[config.mk]
export PLATFORM = sky130hd
export DESIGN_NAME = pc_branch_unit
export DESIGN_NICKNAME = d
export VERILOG_FILES = /design/src/rtl/pc_branch_unit_pkg.sv /design/src/rtl/pc_branch_unit_ras.sv /design/src/rtl/pc_branch_unit.sv
export SDC_FILE = /design/constraint.sdc
export NUM_CORES = 1
export LEC_CHECK = 0
export BUFFER_PORTS_ARGS = -buffer_cell sky130_fd_sc_hd__buf_2
export CORE_ASPECT_RATIO = 0.5
export CORE_MARGIN = 3
export CORE_UTILIZATION = 43
export DETAILED_ROUTE_END_ITERATION = 6
export PLACE_DENSITY = 0.75
export SETUP_SLACK_MARGIN = 0.05
export SKIP_LAST_GASP = 1
export SYNTH_ARGS = -nofsm -noshare
export SYNTH_HDL_FRONTEND = slang
export SYNTH_SLANG_ARGS = --single-unit
[constraint.sdc]
create_clock -name clk -period 3.3 [get_ports clk]
set_clock_uncertainty 0.2 [all_clocks]
set_input_delay 0.165 -clock clk [delete_from_list [all_inputs] [get_ports clk]]
set_output_delay 0.165 -clock clk [all_outputs]
set_load 0.01 [all_outputs]
[src/rtl/pc_branch_unit_pkg.sv]
// Shared CPU definitions for the program-counter stage: widths, default vectors,
// the RUN/TRAP state type and the target-alignment helper.
package pc_branch_unit_pkg;

  localparam int PC_WIDTH = 16;

  localparam logic [PC_WIDTH-1:0] DEFAULT_RESET_PC = 16'h0000;
  localparam logic [PC_WIDTH-1:0] DEFAULT_TRAP_VEC = 16'h0004;

  typedef enum logic [0:0] {
    RUN  = 1'b0,
    TRAP = 1'b1
  } pc_state_t;

  // Instructions are 16-bit, so any target with bit 0 set cannot be fetched.
  function automatic logic misaligned(input logic [PC_WIDTH-1:0] addr);
    return addr[0];
  endfunction

endpackage

[src/rtl/pc_branch_unit_ras.sv]
// Circular return-address stack. A push onto a full stack silently overwrites
// the oldest entry, so only the newest DEPTH return addresses survive.
module pc_ras
  import pc_branch_unit_pkg::*;
#(
  parameter int DEPTH = 4
) (
  input  logic                clk,
  input  logic                rst_n,
  input  logic                push,
  input  logic                pop,
  input  logic [PC_WIDTH-1:0] push_data,
  output logic [PC_WIDTH-1:0] top_data,
  output logic                full,
  output logic                empty
);

  localparam int PTR_W = (DEPTH > 1) ? $clog2(DEPTH) : 1;
  localparam int CNT_W = $clog2(DEPTH) + 1;
  localparam logic [PTR_W-1:0] PTR_ONE = PTR_W'(1);
  localparam logic [CNT_W-1:0] CNT_ONE = CNT_W'(1);

  logic [PC_WIDTH-1:0] mem [DEPTH];
  logic [PTR_W-1:0]    ptr;
  logic [CNT_W-1:0]    count;

  assign empty    = (count == '0);
  assign full     = (count == CNT_W'(DEPTH));
  assign top_data = mem[ptr - PTR_ONE];

  // ptr always names the next free slot; the occupancy count saturates at DEPTH.
  always_ff @(posedge clk) begin
    if (!rst_n) begin
      ptr   <= '0;
      count <= '0;
    end else if (push) begin
      ptr <= ptr + PTR_ONE;
      if (!full) count <= count + CNT_ONE;
    end else if (pop && !empty) begin
      ptr   <= ptr - PTR_ONE;
      count <= count - CNT_ONE;
    end
  end

  always_ff @(posedge clk) begin
    if (push) mem[ptr] <= push_data;
  end

endmodule

[src/rtl/pc_branch_unit.sv]
// PC register and next-PC selection with misaligned-target trap handling.
// Define PC_RAS_EN to add the return-address stack for call/ret.
module pc_branch_unit
  import pc_branch_unit_pkg::*;
#(
  parameter logic [PC_WIDTH-1:0] RESET_PC  = DEFAULT_RESET_PC,
  parameter logic [PC_WIDTH-1:0] TRAP_VEC  = DEFAULT_TRAP_VEC,
  parameter int                  RAS_DEPTH = 4
) (
  input  logic                clk,
  input  logic                rst_n,
  input  logic                stall,
  input  logic                branch_taken,
  input  logic [PC_WIDTH-1:0] branch_offset_shl,
  input  logic                jump,
  input  logic [PC_WIDTH-1:0] jump_target,
  input  logic                call,
  input  logic                ret,
  input  logic                trap_clr,
  output logic [PC_WIDTH-1:0] pc,
  output logic [PC_WIDTH-1:0] pc_plus2,
  output logic                trap,
  output logic [15:0]         taken_count
);

  localparam logic [0:0] ST_RUN  = RUN;
  localparam logic [0:0] ST_TRAP = TRAP;

  logic [0:0]          state;
  logic [0:0]          next_state;
  logic [PC_WIDTH-1:0] next_pc;
  logic [PC_WIDTH-1:0] branch_target;
  logic                count_inc;
  logic                ras_push;
  logic                ras_pop;
  logic                ras_empty;
  logic [PC_WIDTH-1:0] ras_top;

`ifdef PC_RAS_EN
  localparam bit RAS_EN = 1'b1;
  logic unused_ras_full;

  pc_ras #(
    .DEPTH(RAS_DEPTH)
  ) u_ras (
    .clk      (clk),
    .rst_n    (rst_n),
    .push     (ras_push),
    .pop      (ras_pop),
    .push_data(pc_plus2),
    .top_data (ras_top),
    .full     (unused_ras_full),
    .empty    (ras_empty)
  );
`else
  localparam bit RAS_EN = 1'b0;
  logic unused_ras;

  assign ras_empty  = 1'b1;
  assign ras_top    = '0;
  assign unused_ras = ^{ras_push, ras_pop, 32'(RAS_DEPTH)};
`endif

  assign pc_plus2      = pc + 16'd2;
  assign branch_target = pc_plus2 + branch_offset_shl;
  assign trap          = (state == ST_TRAP);

  // Priority: stall > ret > call > jump > branch > sequential. A misaligned
  // pick parks the PC and traps without pushing or counting.
  always_comb begin
    next_pc    = pc;
    next_state = state;
    ras_push   = 1'b0;
    ras_pop    = 1'b0;
    count_inc  = 1'b0;
    if (state == ST_TRAP) begin
      if (trap_clr) begin
        next_pc    = TRAP_VEC;
        next_state = ST_RUN;
      end
    end else if (!stall) begin
      if (RAS_EN && ret) begin
        if (ras_empty) begin
          next_state = ST_TRAP;
        end else begin
          next_pc = ras_top;
          ras_pop = 1'b1;
        end
      end else if (call || jump) begin
        if (misaligned(jump_target)) begin
          next_state = ST_TRAP;
        end else begin
          next_pc  = jump_target;
          ras_push = RAS_EN && call;
        end
      end else if (branch_taken) begin
        if (misaligned(branch_target)) begin
          next_state = ST_TRAP;
        end else begin
          next_pc   = branch_target;
          count_inc = 1'b1;
        end
      end else begin
        next_pc = pc_plus2;
      end
    end
  end

  always_ff @(posedge clk) begin
    if (!rst_n) begin
      state       <= ST_RUN;
      pc          <= RESET_PC;
      taken_count <= '0;
    end else begin
      state <= next_state;
      pc    <= next_pc;
      if (count_inc) taken_count <= taken_count + 16'd1;
    end
  end

endmodule

==> results of run 1 <==
==> tightest hold or removal path, delay by kind of cell <==
family | cells | cell delay [ps]
compound gates | 2 | 190
buf+inv | 1 | 80
==> flip-flops by register name, indices dropped and copies added (netlist names) <==
register and cells:
taken_count 16, pc 15, trap 1
==> layer usage <==
layer | global-route usage (%) | vias up | routed length [um]
met1 | 24.5 | 1160 | 3110
met4 | 3.21 | 0 | 38
met5 | 0 | - | 0
li1 | - | 1327 | -
met3 | 3.24 | 6 | 269
met2 | 33.4 | 51 | 3150
==> synth_stat cells (7+ instances only) <==
cell type,number,share of area [%]
a21oi_1,21,4.1
and2_1,16,3.9
clkbuf_1,7,1.0
dfxtp_1,32,25
ha_1,18,8.9
inv_1,7,1.0
nand2_1,31,4.6
nand3_1,14,2.8
nor2_1,13,1.9
o21ai_0,29,5.7
xnor2_1,27,9.3
xor2_1,10,3.5
==> cells by family (layout without fill, tap and decap cells) <==
family	Yosys count	after routing	synth area share, %
muxes	1	1	0.394
xor gates and xnor gates	38	38	13.4
AOI/OAI and AO/OA	92	92	23.4
DFF	32	32	25.2
and+or+nand+nor	113	113	24.9
adders and majority gates	18	18	8.88
other	1	2	0.148
buffers and inverters	20	114	3.65
==> final timing paths <==
| kind | endpoint | slack [ps] | cells after the start |
|---|---|---|---|
| max | pc[13] | 190 | 14 |
| min | pc[2] | 2 | 3 |
| max reg2reg | pc[13] | 190 | 14 |
| min reg2reg | pc[9] | 300 | 2 |
==> stage by stage <==
stage,cells,area [sq um]
after floorplan,316,2540
after global placement,472,3070
after detailed placement,472,3070
after CTS,483,3260
after global routing,483,3310
final,483,3310
==> final cells by class <==
cell class | count | area (sq um)
multi-input cells | 264 | 1850
clock inverters | 2 | 35.0
clock buffers | 6 | 129
fillers | 519 | 2280
inverters | 8 | 30.0
flip-flops and latches | 32 | 644
well taps | 73 | 91.3
repair buffers | 98 | 531
==> power by group through the flow <==
stage	Sequential (uW)	Combinational [uW]	Clock (uW)
2_1_floorplan	432	193	0
3_3_place_gp	427	296	0
3_5_place_dp	427	298	0
4_1_cts	419	302	525
5_1_grt	423	342	544
6_report	421	307	515
==> repair_timing <==
item,4_1_cts,5_1_grt
hold buffers,3,0
gates resized for setup,0,12
hold endpoints to repair,3,0
endpoints found under the setup margin,0,4
==> flow_metrics.py, run 1 <==
metrics = {
    "status": {
        "status": "finished, final reports clean",
    },
    "clocking": {
        "cts_tree": "built",
        "post_cts.repair.setup_buffers": 0,
        "htreeDepth": 2,
        "clock_latency_ps": 280,
        "clockBufferDepth": 2,
        "cts-buffers-inserted": 5,
        "clkSinkCount": 32,
        "clkTransAtPathRegs_ps": 50,
        "ctsRootBufferMaster": "clkbuf_16",
    },
    "route": {
        "num_vias": 2544,
        "viasPerCell": 5.27,
        "drc": 0,
        "routed_wl_um": 6570,
        "first_iter_violations": 134,
        "wire_per_inst_um": 13.6,
        "dr.pass1.iters": 4,
        "ant_nets": 0,
    },
    "setup_path": {
        "crit_path_frequent_cell": "nand2_1",
        "critical_path_buf_inv_count": 2,
        "start_kind": "register",
        "max_stage_delay_ps": 350,
        "cp.arrival_ps": 3110,
        "crit_path_top_delay_cell": "dfxtp_1",
        "reg2reg_from": "pc[2]",
        "crit_type": "register to register",
        "cp.required_ps": 3290,
        "cp-startpoint": "pc[2]",
        "worst_setup_path_end_kind": "register",
        "cp_max_fo": 4,
        "path_delay_family": "compound AO/OA/AOI/OAI gates",
        "path_cells": "ha_2, and4_4, nand2_1, xnor2_2, buf_4, ha_1, nand2_1, a211oi_2, a211oi_2, buf_4, a21oi_1, xor2_1, nand2_1, a32oi_1",
    },
    "sta": {
        "slew_headroom_pct": 52.4,
        "hold_viol": 0,
        "final.setup.worst_slack_ps": 189,
        "slew_violations": 0,
        "grt_setup_unrepaired": "false",
        "max_freq_mhz": 321,
        "whs_ps": 2.21,
        "setup_violations": 0,
        "worst_pin_slew_ps": 714,
        "min_period_ps": 3110,
        "final.period_utilization_pct": 94.3,
        "tns_ps": 0,
    },
    "floorplan": {
        "die_area_sq_mm": 0.00691,
        "io_pins": 89,
        "core_sq_mm": 0.00559,
        "initial_utilization_pct": 45.4,
        "die_w_um": 115,
        "core.rowCount": 19,
        "die_h_um": 60.3,
    },
    "run": {
        "cap_violations": 0,
    },
    "yosys": {
        "synth-seq-cells": 32,
        "ys.flop_type": "dfxtp_1",
        "ys_seq_area_share_pct": 25.2,
        "syn_avg_cell_area_sq_um": 8.06,
        "ys_async_sr_fraction_pct": 0,
        "syn_inst": 315,
        "ys_warn_count": 0,
        "synth-edff-count": 0,
        "ys_types": 53,
        "synth_area_sq_mm": 0.00254,
    },
    "power": {
        "total_power_uw": 1240,
        "switching_share_pct": 28.1,
        "pwr-share-seq_pct": 33.9,
        "power_density_mw_per_mm2": 375,
        "p_switching_uw": 350,
        "irDropWorstVdd_uv": 351,
        "p_int_uw": 893,
        "leakage_uw": 0.00153,
        "pwr-share-clk_pct": 41.4,
        "p_comb_share_pct": 24.7,
    },
    "global_route": {
        "grt_pass1_vias": 2256,
        "grt_max_degree": 24,
        "antenna_found_initial": 0,
        "grt-ovfl-total": 0,
        "grtUsageTotal_pct": 18.7,
        "grt_pass1_wl_um": 10500,
    },
    "place": {
        "hpwl_um": 4940,
        "gp_congestion": 0.858,
        "dp_slack_ps": 179,
        "io_buffer_count": 85,
    },
    "finish": {
        "n_antenna_cell": 0,
        "layout.nets": 467,
        "drive_gt1_share_pct": 30.7,
        "fin_util_pct": 59.3,
        "layout_commonest_cell": "buf_2",
        "final_cell_mix": "85 x buf_2, 31 x nand2_1, 29 x o21ai_0, 29 x dfxtp_1, 24 x xnor2_1",
        "area_growth_pct": 30.5,
    },
    "hold_path": {
        "worstHoldPathType": "primary input to register",
        "holdCritStartpoint": "jump_target[2]",
    },
}
Power figures use the tool's default switching activity.
==> run 2, diff against run 1 <==
--- a/config.mk
+++ b/config.mk
@@ -8,9 +8,9 @@
 export BUFFER_PORTS_ARGS = -buffer_cell sky130_fd_sc_hd__buf_2
 export CORE_ASPECT_RATIO = 0.5
 export CORE_MARGIN = 3
-export CORE_UTILIZATION = 43
+export CORE_UTILIZATION = 45
 export DETAILED_ROUTE_END_ITERATION = 6
-export PLACE_DENSITY = 0.75
+export PLACE_DENSITY = 0.78
 export SETUP_SLACK_MARGIN = 0.05
 export SKIP_LAST_GASP = 1
 export SYNTH_ARGS = -nofsm -noshare
==> run 2 against run 1 <==
Worst hold slack better by 3.2 ps. Cell area is 1.5% lower. First-iteration DRC count is 14% higher. Global-route usage is 1.9 points higher. Combinational power is 2% higher. Sequential power hardly changed. Via count is 4.7% higher.
==> flow_metrics.py, run 2 (synthesized netlist as in run 1, its figures left out) <==
metrics = {
    "floorplan": {
        "io_pins": 89,
        "initial_utilization_pct": 49.0,
        "die_area_sq_mm": 0.00663,
        "die_w_um": 112,
        "die_h_um": 59.1,
        "core_sq_mm": 0.00518,
        "core.rowCount": 18,
    },
    "sta": {
        "final.period_utilization_pct": 92.9,
        "worst_pin_slew_ps": 724,
        "slew_violations": 0,
        "setup_violations": 0,
        "final.setup.worst_slack_ps": 235,
        "tns_ps": 0,
        "hold_viol": 0,
        "max_freq_mhz": 326,
        "slew_headroom_pct": 51.7,
        "whs_ps": 5.39,
        "grt_setup_unrepaired": "true",
        "min_period_ps": 3070,
    },
    "place": {
        "gp_congestion": 0.895,
        "dp.cells": 470,
        "io_buffer_count": 85,
        "dp_slack_ps": 130,
        "hpwl_um": 5340,
    },
    "power": {
        "leakage_uw": 0.00151,
        "irDropWorstVdd_uv": 224,
        "power_density_mw_per_mm2": 365,
    },
    "clocking": {
        "cts_tree": "built",
        "ctsRootBufferMaster": "clkbuf_16",
        "clock_latency_ps": 270,
        "clockBufferDepth": 2,
        "cts-buffers-inserted": 5,
        "clkTransAtPathRegs_ps": 50,
        "clkSinkCount": 32,
        "htreeDepth": 2,
    },
    "finish": {
        "largest_reg_flops": 16,
        "final_cells": 479,
        "layout_commonest_cell": "buf_2",
        "n_antenna_cell": 0,
        "layout.nets": 466,
        "drive_gt1_share_pct": 30.6,
        "final_cell_mix": "85 x buf_2, 31 x nand2_1, 30 x dfxtp_1",
        "area_growth_pct": 28.6,
        "largest_register": "taken_count",
    },
    "setup_path": {
        "critical_path_buf_inv_count": 0,
        "crit_path_frequent_cell": "xnor2_1",
        "start_kind": "register",
        "cp_max_fo": 4,
        "cp.arrival_ps": 2990,
        "cp.required_ps": 3230,
        "crit_path_top_delay_cell": "ha_1",
        "r2r_slack_ps": 230,
        "max_stage_delay_ps": 350,
        "worst_setup_path_end_kind": "register",
        "reg2reg_from": "pc[1]",
        "cp-startpoint": "pc[1]",
        "endpoint": "pc[14]",
        "path_delay_family": "compound AO/OA/AOI/OAI gates",
        "path_cells": "ha_2, nand3_1, xnor2_1, ha_1, and3_1, a221oi_2, o211ai_1, o31ai_2, o21ai_0, xnor2_1, a41oi_1",
        "cp_num_cells": 11,
        "r2r-end": "pc[14]",
        "crit_type": "register to register",
        "r2r_cells": 11,
    },
    "route": {
        "drc": 0,
        "first_iter_violations": 153,
        "viasPerCell": 5.56,
        "dr.pass1.iters": 4,
        "wire_per_inst_um": 14.5,
        "routed_wl_um": 6930,
        "ant_nets": 0,
        "num_vias": 2664,
    },
    "run": {
        "cap_violations": 0,
    },
    "global_route": {
        "grt_pass1_wl_um": 11300,
        "grt_pass1_vias": 2433,
        "grt-ovfl-total": 0,
        "antenna_found_initial": 0,
        "grtUsageTotal_pct": 20.6,
        "grt_max_degree": 24,
    },
    "status": {
        "status": "finished, final reports clean",
    },
    "hold_path": {
        "worstHoldPathType": "primary input to register",
    },
}
==> run 2: cell types whose count changed in the layout (fill, tap and decap cells not counted), sizes merged <==
cell         before  now
dlygate4sd3       3    1
buf              95   96
bufinv            1    0
clkinv            1    2
==> run 2: how the worst min path moves through the flow <==
stage | cells after the start | slack, ps | end | startpoint
after floorplan | 2 | 120 | pc[12] | jump_target[12]
after detailed placement | 3 | 220 | pc[12] | jump_target[12]
after global placement | 3 | 220 | pc[12] | jump_target[12]
after global routing | 3 | 40 | pc[2] | jump_target[2]
final | 3 | 5 | pc[7] | jump_target[7]
after CTS | 3 | 6 | pc[7] | jump_target[7]
==> run 2: worst register-to-register path, stage by stage, from the launching register on <==
cell and delay (ps):
dfxtp_1 340, ha_2 230, nand3_1 100, xnor2_1 270, ha_1 350, and3_1 180, a221oi_2 280, o211ai_1 190
o31ai_2 340, o21ai_0 160, xnor2_1 160, a41oi_1 130
==> run 2: what timing repair did <==
action | CTS | global route
hold endpoints to repair | 1 | 0
setup buffers | 0 | 0
resized for setup | 0 | 9
hold buffers | 1 | 0
endpoints found under the setup margin | 0 | 5
==> run 2: cell type report <==
type / instances / area, sq um
Clock inverter: 2 / 10.0
Sequential cell: 32 / 643
Timing Repair Buffer: 97 / 518
Inverter: 8 / 30.0
Multi-Input combinational cell: 264 / 1830
Fill cell: 462 / 1920
Tap cell: 70 / 87.6
Clock buffer: 6 / 139
==> run 2: metrics by stage <==
step / util [%] / total power, uW / cell area [sq um]
after global placement: 59.3 / 722 / 3070
after detailed placement: 59.3 / 730 / 3070
after CTS: 62.4 / 1200 / 3230
after global routing: 63.0 / 1250 / 3260
final: 63.0 / 1190 / 3260
after floorplan: - / 625 / 2540
==> run 2: routing by layer <==
layer	vias to the layer above	global-route usage (%)	wire, um
met5	-	0	0
met2	87	36.7	3380
li1	1327	-	-
met3	8	3.47	370
met1	1242	26.3	3120
met4	0	6.16	68
==> run 2: power breakdown <==
group | internal (uW) | leakage (uW) | switching, uW
Sequential | 401 | 0.000261 | 18.5
Clock | 297 | 0.0000766 | 164
Combinational | 137 | 0.00117 | 175
==> run 3, diff against run 2 <==
--- a/config.mk
+++ b/config.mk
@@ -5,12 +5,15 @@
 export SDC_FILE = /design/constraint.sdc
 export NUM_CORES = 1
 export LEC_CHECK = 0
+export ABC_AREA = 1
 export BUFFER_PORTS_ARGS = -buffer_cell sky130_fd_sc_hd__buf_2
 export CORE_ASPECT_RATIO = 0.5
 export CORE_MARGIN = 3
 export CORE_UTILIZATION = 45
 export DETAILED_ROUTE_END_ITERATION = 6
-export PLACE_DENSITY = 0.78
+export HOLD_SLACK_MARGIN = 0.15
+export PLACE_DENSITY = 0.77
+export REMOVE_ABC_BUFFERS = 1
 export SETUP_SLACK_MARGIN = 0.05
 export SKIP_LAST_GASP = 1
 export SYNTH_ARGS = -nofsm -noshare
==> run 3 against run 2 <==
Non-clock buffer count up 8. Worst hold slack better by 150 ps. Sequential cell count unchanged. Critical path depth up 5. Synthesized area up 8.4%. Via count up 17%. Utilization up 0.099 points. Cell count up 28%. Sequential power up 1%. Clock-buffer cell count up 1. Cell area up 9.9%. Largest power group unchanged.
==> flow_metrics.py, run 3 <==
metrics = {
    "status": {
        "status": "finished, final reports clean",
    },
    "yosys": {
        "ys_warn_count": 0,
        "yosysMostFrequentCell": "nand2_1",
        "ys.flop_type": "dfxtp_1",
        "synth-seq-cells": 32,
        "synthTopCellsByArea": "dfxtp_1 23%, nand2_1 15%, nor2_1 8.3%",
        "ys_top_cells_by_count": "109 x nand2_1, 61 x nor2_1, 48 x inv_1",
        "synth-edff-count": 0,
        "syn_avg_cell_area_sq_um": 6.25,
        "synth_top_area_share_pct": 23.3,
        "ys_async_sr_fraction_pct": 0,
        "syn_inst": 440,
        "synth_area_sq_mm": 0.00275,
        "ys_seq_area_share_pct": 23.3,
        "ys_types": 38,
        "synth_top_area_cell": "dfxtp_1",
    },
    "floorplan": {
        "io_pins": 89,
        "core_sq_mm": 0.00568,
        "initial_utilization_pct": 48.4,
        "die_area_sq_mm": 0.00714,
        "die_w_um": 117,
        "core.rowCount": 19,
        "die_h_um": 61.3,
    },
    "route": {
        "drc": 0,
        "routed_wl_um": 7820,
        "num_vias": 3128,
        "route.met3.wl_um": 528,
        "viasPerCell": 5.09,
        "wire_per_inst_um": 12.7,
        "wl_met1_um": 3670,
        "topRoutingLayerUsed": "met4",
        "first_iter_violations": 218,
        "dr.pass1.iters": 5,
        "ant_nets": 0,
        "routed-wl-met2_um": 3520,
    },
    "setup_path": {
        "cp.required_ps": 3220,
        "r2r_slack_ps": 310,
        "r2r-end": "pc[15]",
        "start_kind": "register",
        "cp.arrival_ps": 2910,
        "cp_max_fo": 5,
        "reg2reg_from": "pc[1]",
        "crit_type": "register to register",
        "worst_setup_path_end_kind": "register",
        "r2r_cells": 16,
    },
    "sta": {
        "slew_violations": 0,
        "tns_ps": 0,
        "slew_headroom_pct": 51.7,
        "worst_pin_slew_ps": 723,
        "max_freq_mhz": 334,
        "hold_viol": 0,
        "min_period_ps": 2990,
        "setup_violations": 0,
        "final.period_utilization_pct": 90.6,
        "grt_setup_unrepaired": "false",
    },
    "power": {
        "pwr-share-seq_pct": 34.4,
        "p_comb_share_pct": 27.7,
        "p_switching_uw": 377,
        "power_density_mw_per_mm2": 344,
        "irDropWorstVdd_uv": 218,
        "leakage_uw": 0.00180,
        "pwr-share-clk_pct": 38.0,
        "switching_share_pct": 30.6,
        "p_int_uw": 856,
    },
    "run": {
        "cap_violations": 0,
    },
    "global_route": {
        "antenna_found_initial": 0,
        "grtUsageTotal_pct": 21.7,
        "grt_max_degree": 24,
        "grt_pass1_wl_um": 12300,
        "grt-ovfl-total": 0,
        "grt_pass1_vias": 2713,
    },
    "finish": {
        "layout_commonest_cell": "nand2_1",
        "largest_reg_flops": 16,
        "n_antenna_cell": 0,
        "final_cells": 615,
        "drive_gt1_share_pct": 23.2,
        "final_cell_mix": "109 x nand2_1, 85 x buf_2, 60 x nor2_1",
        "area_growth_pct": 30.3,
        "layout.nets": 600,
        "largest_register": "taken_count",
        "fin_area_sq_mm": 0.00358,
    },
    "place": {
        "place_area_sq_mm": 0.00323,
        "gp_congestion": 0.836,
        "dp.cells": 590,
        "io_buffer_count": 85,
        "hpwl_um": 5760,
    },
    "clocking": {
        "clkTransAtPathRegs_ps": 50,
        "clockBufferDepth": 2,
        "cts_tree": "built",
        "ctsRootBufferMaster": "clkbuf_16",
        "cts-buffers-inserted": 5,
        "htreeDepth": 2,
        "clkSinkCount": 32,
        "post_cts.repair.setup_buffers": 0,
        "clock_latency_ps": 270,
    },
    "hold_path": {
        "worstHoldPathType": "primary input to register",
        "holdPathEnd": "pc[1]",
        "worstHoldPathCells": 5,
        "holdCritStartpoint": "jump_target[1]",
    },
}
==> run 3: cell families (layout without fill, tap and decap cells) <==
family / Yosys count / in the layout / synth area share (%)
compound gates: 74 / 74 / 14.6
fa+ha+maj: 18 / 18 / 8.19
xor+xnor: 16 / 16 / 5.37
buf+inv: 64 / 165 / 9.28
simple gates: 235 / 235 / 39.1
flops: 32 / 32 / 23.3
other cells: 1 / 2 / 0.136
==> run 3: area by class of cell <==
| class | count | area [sq um] |
|---|---|---|
| Timing Repair Buffer | 105 | 621 |
| Multi-Input combinational cell | 345 | 1880 |
| Inverter | 53 | 200 |
| Tap cell | 73 | 91.3 |
| Clock buffer | 7 | 153 |
| Fill cell | 533 | 2100 |
| Sequential cell | 32 | 643 |
==> run 3: repair_timing <==
action / 4_1_cts / 5_1_grt
endpoints found under the setup margin: 0 / 3
hold buffers: 18 / 0
gates resized for setup: 0 / 5
endpoints found under the hold margin: 23 / 0
==> run 3: worst max path at each step <==
stage	start	end	slack, ps	cells after the start
after floorplan	pc[1]	pc[15]	540	21
after global placement	pc[1]	pc[15]	390	21
after detailed placement	pc[1]	pc[15]	330	16
after CTS	pc[1]	pc[15]	270	16
after global routing	pc[3]	pc[15]	50	18
final	pc[1]	pc[15]	310	16
==> run 3: power by group through the flow <==
stage          registers [uW]  logic [uW]  clock network, uW
6_report                  424         341                468
3_5_place_dp              431         314                  0
4_1_cts                   423         334                474
2_1_floorplan             433         202                  0
5_1_grt                   426         382                492
3_3_place_gp              430         312                  0
==> run 3: metrics by stage <==
| step | hold WS [ps] | utilization [%] | setup slack (ps) | power [uW] |
|---|---|---|---|---|
| after floorplan | 85.8 | - | 541 | 635 |
| final | 151 | 63.1 | 309 | 1230 |
| after CTS | 151 | 62.7 | 269 | 1230 |
| after detailed placement | 247 | 56.9 | 328 | 744 |
| after global placement | 243 | 56.9 | 394 | 742 |
| after global routing | 224 | 63.1 | 53.5 | 1300 |
==> run 3: layer usage <==
metal | vias up | GRT usage [%]
met5 | - | 0
met4 | 0 | 6.37
met3 | 8 | 3.24
met2 | 104 | 36.3
met1 | 1386 | 29.7
li1 | 1630 | -
==> run 3: worst max-delay path, stage by stage, from the launching register on <==
cell	delay, ps
dfxtp_2	370
ha_2	210
nand3_2	110
nor2_1	230
xor2_1	250
inv_1	120
ha_1	330
nand2_1	100
nor2_1	150
and2_1	150
nand2_1	70
nand3_1	140
nand3_1	90
nand2_1	80
nand3_1	90
nand2_1	80
a21oi_1	60
